$ cat src/rtl/calc1_port_responder.sv
// calc1 port target: captures cmd+op1, then op2, waits a fixed latency and
// returns a one-cycle registered response with the 32-bit result.
module calc1_port_responder #(
    parameter int LATENCY = 3
) (
    input  logic        c_clk,
    input  logic        reset,
    input  logic [0:3]  req_cmd_in,
    input  logic [0:31] req_data_in,
    output logic [0:1]  out_resp,
    output logic [0:31] out_data,
    output logic        busy
);

    localparam int CW = $clog2(LATENCY) + 1;

    localparam logic [0:3] CMD_ADD = 4'd1;
    localparam logic [0:3] CMD_SUB = 4'd2;
    localparam logic [0:3] CMD_LSH = 4'd5;
    localparam logic [0:3] CMD_RSH = 4'd6;

    localparam logic [0:1] RESP_OK  = 2'd1;
    localparam logic [0:1] RESP_ERR = 2'd2;

    typedef enum logic [1:0] {
        IDLE,
        OP2,
        EXEC
    } state_t;

    state_t        state;
    logic [0:3]    cmd_q;
    logic [0:31]   op1_q;
    logic [0:31]   op2_q;
    logic [CW-1:0] cnt;

    logic [0:1]    resp_calc;
    logic [0:31]   data_calc;
    logic [32:0]   sum;

    // Result is computed from the latched operands; it is only sampled on the
    // final EXEC edge, so it has the whole latency window to settle.
    always_comb begin
        // NOTE: every output of this block gets a default first so no latch is inferred.
        sum       = {1'b0, op1_q} + {1'b0, op2_q};
        resp_calc = RESP_ERR;
        data_calc = '0;
        case (cmd_q)
            CMD_ADD: begin
                if (!sum[32]) begin
                    resp_calc = RESP_OK;
                    data_calc = sum[31:0];
                end
            end
            CMD_SUB: begin
                if (op2_q <= op1_q) begin
                    resp_calc = RESP_OK;
                    data_calc = op1_q - op2_q;
                end
            end
            CMD_LSH: begin
                resp_calc = RESP_OK;
                data_calc = op1_q << op2_q[27:31];
            end
            CMD_RSH: begin
                resp_calc = RESP_OK;
                data_calc = op1_q >> op2_q[27:31];
            end
            default: ;
        endcase
    end

    always_ff @(posedge c_clk or negedge reset) begin
        if (!reset) begin
            state    <= IDLE;
            cmd_q    <= '0;
            op1_q    <= '0;
            op2_q    <= '0;
            cnt      <= '0;
            out_resp <= '0;
            out_data <= '0;
        end else begin
            // NOTE: non-blocking assignments keep every register updating from pre-edge values.
            out_resp <= '0;
            out_data <= '0;
            case (state)
                IDLE: begin
                    if (req_cmd_in != '0) begin
                        cmd_q <= req_cmd_in;
                        op1_q <= req_data_in;
                        state <= OP2;
                    end
                end
                OP2: begin
                    op2_q <= req_data_in;
                    cnt   <= CW'(LATENCY - 1);
                    state <= EXEC;
                end
                EXEC: begin
                    if (cnt != '0) begin
                        cnt <= cnt - CW'(1);
                    end else begin
                        out_resp <= resp_calc;
                        out_data <= data_calc;
                        state    <= IDLE;
                    end
                end
                default: state <= IDLE;
            endcase
        end
    end

    assign busy = (state != IDLE);

endmodule

$ cat config.mk
export PLATFORM = sky130hd
export DESIGN_NAME = calc1_port_responder
export DESIGN_NICKNAME = d
export VERILOG_FILES = /design/src/rtl/calc1_port_responder.sv
export SDC_FILE = /design/constraint.sdc
export NUM_CORES = 1
export LEC_CHECK = 0
export ABC_AREA = 1
export CORE_ASPECT_RATIO = 0.9
export CORE_MARGIN = 2
export CORE_UTILIZATION = 45
export CTS_BUF_LIST = sky130_fd_sc_hd__clkbuf_4 sky130_fd_sc_hd__clkbuf_8
export DETAILED_ROUTE_END_ITERATION = 8
export GPL_TIMING_DRIVEN = 0
export MAX_ROUTING_LAYER = met4
export PLACE_DENSITY = 0.67
export REMOVE_ABC_BUFFERS = 1
export SYNTH_ARGS = -nofsm -noshare
export SYNTH_HDL_FRONTEND = slang
export SYNTH_SLANG_ARGS = --single-unit
export TNS_END_PERCENT = 5
$ cat constraint.sdc
create_clock -name c_clk -period 2.7 [get_ports c_clk]
set_input_delay 0.27 -clock c_clk [delete_from_list [all_inputs] [get_ports c_clk]]
set_output_delay 0.27 -clock c_clk [all_outputs]
set_load 0.03 [all_outputs]
* Yosys cells after proc, flatten, opt, wreduce, memory -nomap -nowiden
Index checks and enable logic that the tools add are counted.
** Word-level totals
- Output and inout bits :: 35
- Register bits after elaboration :: 107
- Input bits :: 38
** Operators by class
- $add $sub $neg :: 3
- Eq/ne operators :: 9
- Shifts and indexed selects :: 2
- Mux-type cells :: 15
- Reductions and logical operators :: 9
- $lt $le $gt $ge :: 1
** Operator list (number)
- $mux W32 :: 4
- $pmux W32 S4 :: 1
- $add A32 B32 Y33 :: 1
- $le A32 B32 Y1 :: 1
- $shl A32 B5 Y32 :: 1
- $shr A32 B5 Y32 :: 1
- $sub A32 B32 Y32 :: 1
- $mux W2 :: 6
- $pmux W2 S3 :: 2
- $eq A4 B3 Y1 const B :: 2
- $ne A2 B2 Y1 const B :: 3
- $pmux W3 S2 :: 1
- $reduce_and A2 Y1 :: 3
- $eq A4 B1 Y1 const B :: 1
- $eq A4 B2 Y1 const B :: 1
- $reduce_bool A2 Y1 :: 2
- $reduce_bool A4 Y1 :: 1
- $mux W3 :: 1
- $reduce_bool A3 Y1 :: 1
- $sub A3 B1 Y3 const B :: 1
- $eq A2 B1 Y1 const B :: 1
- $eq A2 B2 Y1 const B :: 1
- $logic_not A2 Y1 :: 1
- $reduce_or A2 Y1 :: 1

* Depth between registers and ports, before layout
Gate-level depths: netlist of run 1.
- Depth after elaboration :: 5
- Depth in mapped cells :: 21

* Worst setup path after synthesis of run 1
No wires, ideal clock.
- Kind :: flip-flop to flip-flop
- Start point :: register op2_q[28] (netlist name)
- End point :: register out_data[12] (netlist name)
- Path slack :: 0.150 ns
- Stages on the path, launching flop included :: 21
- Library setup time :: 0.129 ns
- Data arrival time :: 2.421 ns
- Required time :: 2.571 ns
- Buffers on the path :: 4
- Cells stage by stage :: dfrtp_1 clkbuf_1 inv_2 clkbuf_1 ha_1 buf_4 inv_1 nand2_1 nand3_1 nand2_1 nand2_1 nand2_1 nand2_2 nand2_1 nand3_2 inv_2 buf_6 nand2_1 nand2_1 nor2_1 nor2_1
** On the way
- Cells in the longest elaborated chain, start to end :: 5
- Elaborated cells on any way between the ends :: 10
** RTL lines
- start: declaration :: RTL line 34 : logic [0:31] op2_q;
- start signal: assignment :: RTL line 95 : op2_q <= req_data_in;
- $sub A32 B32 Y32, or another cell as far along :: RTL line 58 : data_calc = op1_q - op2_q;
- $mux W32 (on tied branches) :: RTL line 56, 50
- $pmux W32 S4 * :: RTL line 48 : case (cmd_q)
- $mux W32 * :: RTL line 100 : if (cnt != '0) begin
- $mux W32 * :: RTL line 86 : case (state)
- end signal: assignment :: RTL line 104 : out_data <= data_calc;
- end: declaration :: RTL line 11 : output logic [0:31] out_data,
Mark *: on every way between the ends. The rest lies on a longest branch, timed or not.
A chain may end at the register's enable or synchronous reset.

* Worst setup path after layout of run 1
- Start point :: register op1_q[4] (netlist name)
- End point :: register out_data[20] (netlist name)
** On the way
- Cells in the longest elaborated chain, start to end :: 5
- Elaborated cells on any way between the ends :: 9
** RTL lines
- start: declaration :: RTL line 33 : logic [0:31] op1_q;
- start signal: assignment :: RTL line 90 : op1_q <= req_data_in;
- $add A32 B32 Y33 or $le A32 B32 Y1 (tied branches) :: RTL line 45, 56
- $mux W32 (on tied branches) :: RTL line 50, 56
- $pmux W32 S4 * :: RTL line 48
- $mux W32 * :: RTL line 100
- $mux W32 * :: RTL line 86
Marks and branches as above.

==> impl_metrics.env, run 1 <==
export IMPL_status="complete, no violations"
export IMPL_rsz0062_at_grt="yes"
export IMPL_syn_area_um2=12600
export IMPL_fp_dieW_um=181
export IMPL_ys_ff_latch=107
export IMPL_h_tree_depth=3
export IMPL_dr_total_vias=14800
export IMPL_avgSynthCellArea_um2=5.50
export IMPL_totalWireLength_um=51400
export IMPL_synthArstFlopShare=1.00
export IMPL_cts_buffer_depth=2
export IMPL_detail_route_vias_per_cell=5.52
export IMPL_drtIter0Drc=1853
export IMPL_finalSetupViolCount=0
export IMPL_track_usage=0.358
export IMPL_synth_common_cells="nand2_1, inv_1, nand3_1"
export IMPL_grt_antenna_before_repair=3
export IMPL_grt_max_degree=57
export IMPL_gp_congestion=0.946
export IMPL_num_rows=58
export IMPL_yosys_most_used_dff="dfrtp_1"
export IMPL_drt_pass1_iterations=6
export IMPL_synth_cells=2295
export IMPL_fin_crit_sh=0.969
export IMPL_regArea_um2=2710
export IMPL_final_hold_viol_count=0
export IMPL_slew_violations=0
export IMPL_worstMarginPinSlew_ns=0.987
export IMPL_hold_depth=3
export IMPL_synth_area_top_cells="nand2_1, dfrtp_1, nand3_1"
export IMPL_hpwl_um=37700
export IMPL_synth_edff_count=0
export IMPL_grt_use_met3=0.0581
export IMPL_syn_to_final_growth_pct=15.4
export IMPL_path_max_fanout=7
export IMPL_synth_cell_types=43
export IMPL_crit_type="reg -> reg"
export IMPL_worst_slack_ns=0.0830
export IMPL_cts_buffers=9
export IMPL_fin_crit_ns=2.62
export IMPL_avgRoutedWirePerCell_um=19.1
export IMPL_hp_class="in -> reg"
export IMPL_max_slew_margin=0.340
export IMPL_synth_most_common_cell="nand2_1"
export IMPL_start_kind="register"
export IMPL_grt_pass1_wl_um=78100
export IMPL_required_ns=3.06
export IMPL_drive_gt1_frac=0.0821
export IMPL_core_um2=27800
export IMPL_port_buffers=72
export IMPL_grt_pass1_vias=13800
export IMPL_gr_usage_met1=0.471
export IMPL_multi_input_area_um2=8540
export IMPL_yosysWarnings=0
export IMPL_reg2reg_depth=14
export IMPL_synth_seq_area_share=0.212
export IMPL_die_height_um=163
export IMPL_grt_overflow_total=0
export IMPL_use_met2=0.556
export IMPL_dp_slack_ns=-1.95
export IMPL_ctsRootBufferMaster="clkbuf_8"
export IMPL_drv_cap=0
export IMPL_grt_busiest_layer="met2"
export IMPL_synth_top_area_share=0.260
export IMPL_fillers=2998
export IMPL_crit_arrival_ns=2.98
export IMPL_clk_latency_ns=0.43
export IMPL_dieArea_um2=29400
export IMPL_cts_tree="done"
export IMPL_postRouteAntennaNets=0
export IMPL_drc=0
export IMPL_fin_worst_skew_ns=0.0193
export IMPL_pin_count=73
export IMPL_cp_end_kind="register"
export IMPL_cts_sinks=107
export IMPL_synth_largest_area_cell="nand2_1"
export IMPL_clock_fmax_mhz=382
export IMPL_start_util=0.455
export IMPL_path_clk_slew_ns=0.13
export IMPL_layout_nets=2428
[metrics by stage]
| stage | setup TNS [ns] | utilization | hold slack (ns) | area (um^2) | instances |
|---|---|---|---|---|---|
| finish | 0 | 0.525 | 0.381 | 14600 | 2689 |
| global route | -0.0725 | 0.525 | 0.388 | 14600 | 2689 |
| CTS | -0.0286 | 0.513 | 0.372 | 14200 | 2682 |
| detailed placement | -65.19 | 0.485 | 0.394 | 13500 | 2635 |
| global placement | -508.73 | 0.480 | 0.478 | 13300 | 2629 |
| floorplan | -40.34 | - | -0.0256 | 12200 | 2197 |
[registers in the layout, summed over array words and instances (netlist names)]
register  count
state         2
cmd_q         4
out_resp      2
op2_q        32
cnt           3
op1_q        32
out_data     32
[cells by family after synthesis]
| kind of cell | synth area share |
|---|---|
| AO/OA/AOI/OAI | 0.0895 |
| XOR/XNOR | 0.0146 |
| adder cells (fa/ha/maj) | 0.0695 |
| buffers and inverters | 0.143 |
| flip-flops | 0.212 |
| multiplexers | 0.000792 |
| AND/OR/NAND/NOR | 0.471 |
[final cells by class]
cell class	count	area share
repair inverters	6	0.00412
flip-flops and latches	107	0.186
repair buffers	107	0.0807
well taps	360	0.0309
diodes	3	0.000515
clock inverters	6	0.00644
multi-input cells	1735	0.586
inverters	355	0.0963
clock buffers	10	0.00944
[worst max-delay path: stages (launching register included)]
cell     delay (ns)
dfrtp_2        0.51
ha_2           0.44
inv_1          0.13
a21oi_2        0.24
nand2_1        0.12
nand2_1        0.07
nand2_1        0.04
a21oi_1        0.24
nand3_4        0.12
buf_12         0.18
inv_6          0.12
nand2_1        0.07
nand3_1        0.13
nand2_1        0.07
inv_1          0.07
[layout by cell type (no fill, tap or decap), drive strengths merged, types with 4 or more instances in the layout]
cell type,synthesis,layout
nand3,286,286
o21bai,7,7
and3,4,4
clkbuf,42,10
dfrtp,107,107
and2,7,7
buf,56,33
nor2,215,215
a21boi,4,4
xor2,18,18
a21oi,80,80
ha,67,67
nand4,23,23
nor3,16,16
nand2,884,884
o21a,5,5
o21ai,82,82
clkdlybuf4s50,0,71
inv,353,361
o211ai,21,21
[repair_timing]
item                       in CTS  in global routing
pin swaps                       2                  3
setup buffers                  22                  4
hold buffers                    1                  0
hold endpoints to repair       51                  0
gates resized for setup        62                 85
setup endpoints to repair      34                 41
cloned                          8                  0
[routing by layer]
metal	share of wire	vias to the layer above
met5	0	-
met4	0.041	0
met3	0.091	133
met2	0.44	691
met1	0.43	6844
li1	-	7181
[final timing paths]
kind | from | slack, ns | end
hold / removal | req_data_in[25] | 0.38 | op1_q[25]
min in group asynchronous | reset | 0.46 | op1_q[24]
hold reg to reg | cnt[0] | 0.51 | cnt[0]
setup / recovery | op1_q[4] | 0.08 | out_data[20]
max in group asynchronous | reset | 1.48 | cnt[2]
setup reg to reg | op1_q[4] | 0.08 | out_data[20]
Power of run 1 is not shown: default switching activity piles up to over one toggle a cycle in this logic, so the estimate is an artifact.
==> run 2, diff against run 1 <==
CAP_MARGIN = 25   (was default)
CTS_CLUSTER_SIZE = 24   (was default)
==> impl_metrics.env, run 2 (synthesized netlist as in run 1, its figures left out) <==
export IMPL_start_util=0.455
export IMPL_critical_path_top_delay_family="compound AO/OA/AOI/OAI gates"
export IMPL_regArea_um2=2710
export IMPL_top_regs="op1_q (32), op2_q (32), out_data (32)"
export IMPL_hold_depth=3
export IMPL_cts_sinks=107
export IMPL_grt_antenna_before_repair=1
export IMPL_crit_reg2reg_launch="op1_q[10]"
export IMPL_rsz0062_at_grt="yes"
export IMPL_cts_buffer_depth=2
export IMPL_avgRoutedWirePerCell_um=18.9
export IMPL_crit_type="reg -> reg"
export IMPL_path_clk_slew_ns=0.13
export IMPL_drtIter0Drc=1729
export IMPL_hp_class="in -> reg"
export IMPL_start_kind="register"
export IMPL_dieArea_um2=29400
export IMPL_fin_crit_ns=2.64
export IMPL_max_slew_margin=0.351
export IMPL_h_tree_depth=3
export IMPL_core_um2=27800
export IMPL_finalSetupViolCount=0
export IMPL_clock_fmax_mhz=378
export IMPL_r2r_end="out_data[30]"
export IMPL_cp_end_kind="register"
export IMPL_critPathMaxStageDelay_ns=0.52
export IMPL_clk_latency_ns=0.43
export IMPL_slew_violations=0
export IMPL_placedInstanceArea_um2=13600
export IMPL_timing_hold_ws_ns=0.378
export IMPL_gp_congestion=0.946
export IMPL_cts_tree="done"
export IMPL_layout_commonest_cell="nand2_1"
export IMPL_final_cell_mix="nand2_1, inv_1, nand3_1, nor2_1, dfrtp_1"
export IMPL_layout_nets=2433
export IMPL_cts_buffers=9
export IMPL_ctsRootBufferMaster="clkbuf_8"
export IMPL_track_usage=0.351
export IMPL_die_height_um=163
export IMPL_required_ns=3.06
export IMPL_grt_max_degree=57
export IMPL_grt_overflow_total=0
export IMPL_fin_worst_skew_ns=0.0238
export IMPL_holdPathEnd="op1_q[25]"
export IMPL_crit_slowest_cell="dfrtp_2"
export IMPL_multi_input_area_um2=8490
export IMPL_status="complete, no violations"
export IMPL_crit_path_cell_trace="ha_2 -> o21ai_1 -> a21oi_1 -> nand2_1 -> a21oi_1 -> nand3_4 -> buf_8 -> or2_0 -> nand3_1 -> nand2_1 -> inv_1"
export IMPL_drc=0
export IMPL_fp_dieW_um=181
export IMPL_worstMarginPinSlew_ns=0.972
export IMPL_fillers=3001
export IMPL_cp_num_buf_inv=2
export IMPL_grt_pass1_vias=13500
export IMPL_crit_arrival_ns=3.01
export IMPL_drv_cap=0
export IMPL_drive_gt1_frac=0.0824
export IMPL_fin_crit_sh=0.979
export IMPL_reg2reg_depth=11
export IMPL_syn_to_final_growth_pct=15.6
export IMPL_worstHoldStart="req_data_in[25]"
export IMPL_post_route_util=0.526
export IMPL_dr_total_vias=14800
export IMPL_stdcell_area_um2=14600
export IMPL_pin_count=73
export IMPL_num_rows=58
export IMPL_detail_route_vias_per_cell=5.51
export IMPL_path_max_fanout=9
export IMPL_port_buffers=72
export IMPL_final_hold_viol_count=0
export IMPL_rrSetupSlack_ns=0.06
export IMPL_postRouteAntennaNets=0
export IMPL_hpwl_um=38200
export IMPL_drt_pass1_iterations=7
export IMPL_totalWireLength_um=50900
export IMPL_grt_pass1_wl_um=76900
[run 2: per-layer routing]
metal,global-route usage,share of wire,wire length (um)
met5,-,0,0
met3,0.0331,0.083,4210
met1,0.476,0.44,22400
met2,0.555,0.45,22800
met4,0.112,0.029,1460
[run 2: metrics by stage]
| stage | setup WS (ns) | setup TNS (ns) | std cells |
|---|---|---|---|
| after detailed placement | -1.78 | -59.13 | 2641 |
| after CTS | 0.00247 | 0 | 2679 |
| after global routing | -0.0599 | -0.324 | 2692 |
| final | 0.0576 | 0 | 2692 |
| after floorplan | -1.23 | -40.34 | 2197 |
| after global placement | -3.14 | -508.73 | 2629 |
[run 2: final cells by class]
class | instances | share of cell area
flip-flops and latches | 107 | 0.186
clock buffers | 10 | 0.00899
inverters | 355 | 0.0951
multi-input cells | 1735 | 0.581
repair buffers | 114 | 0.0923
repair inverters | 4 | 0.00291
diodes | 1 | 0.000171
well taps | 360 | 0.0308
clock inverters | 6 | 0.00274
[run 2: worst max path at each step]
stage / startpoint / to / cells past startpoint
after global routing: op2_q[31] / out_data[29] / 14
after detailed placement: op2_q[28] / out_data[13] / 17
after floorplan: op2_q[30] / out_data[12] / 16
after global placement: op2_q[30] / out_resp[1] / 12
final: op1_q[10] / out_data[30] / 11
after CTS: op1_q[5] / out_data[13] / 13
[run 2: repair_timing]
item                                    4_1_cts  5_1_grt
setup buffers                                16       10
hold endpoints to repair                     51        0
resized for setup                            64       71
pin swaps                                     5        6
endpoints found under the setup margin       34       41
hold buffers                                  1        0
cloned                                        5        3
[run 2: worst reg2reg max path, delay by kind of cell (launching register included)]
kind / cells / cell delay [ns]
buffers and inverters: 2 / 0.27
AND/OR/NAND/NOR: 5 / 0.65
AO/OA/AOI/OAI: 3 / 0.69
flip-flops: 1 / 0.52
adder cells (fa/ha/maj): 1 / 0.48
Power of run 2 is left out for the same reason.
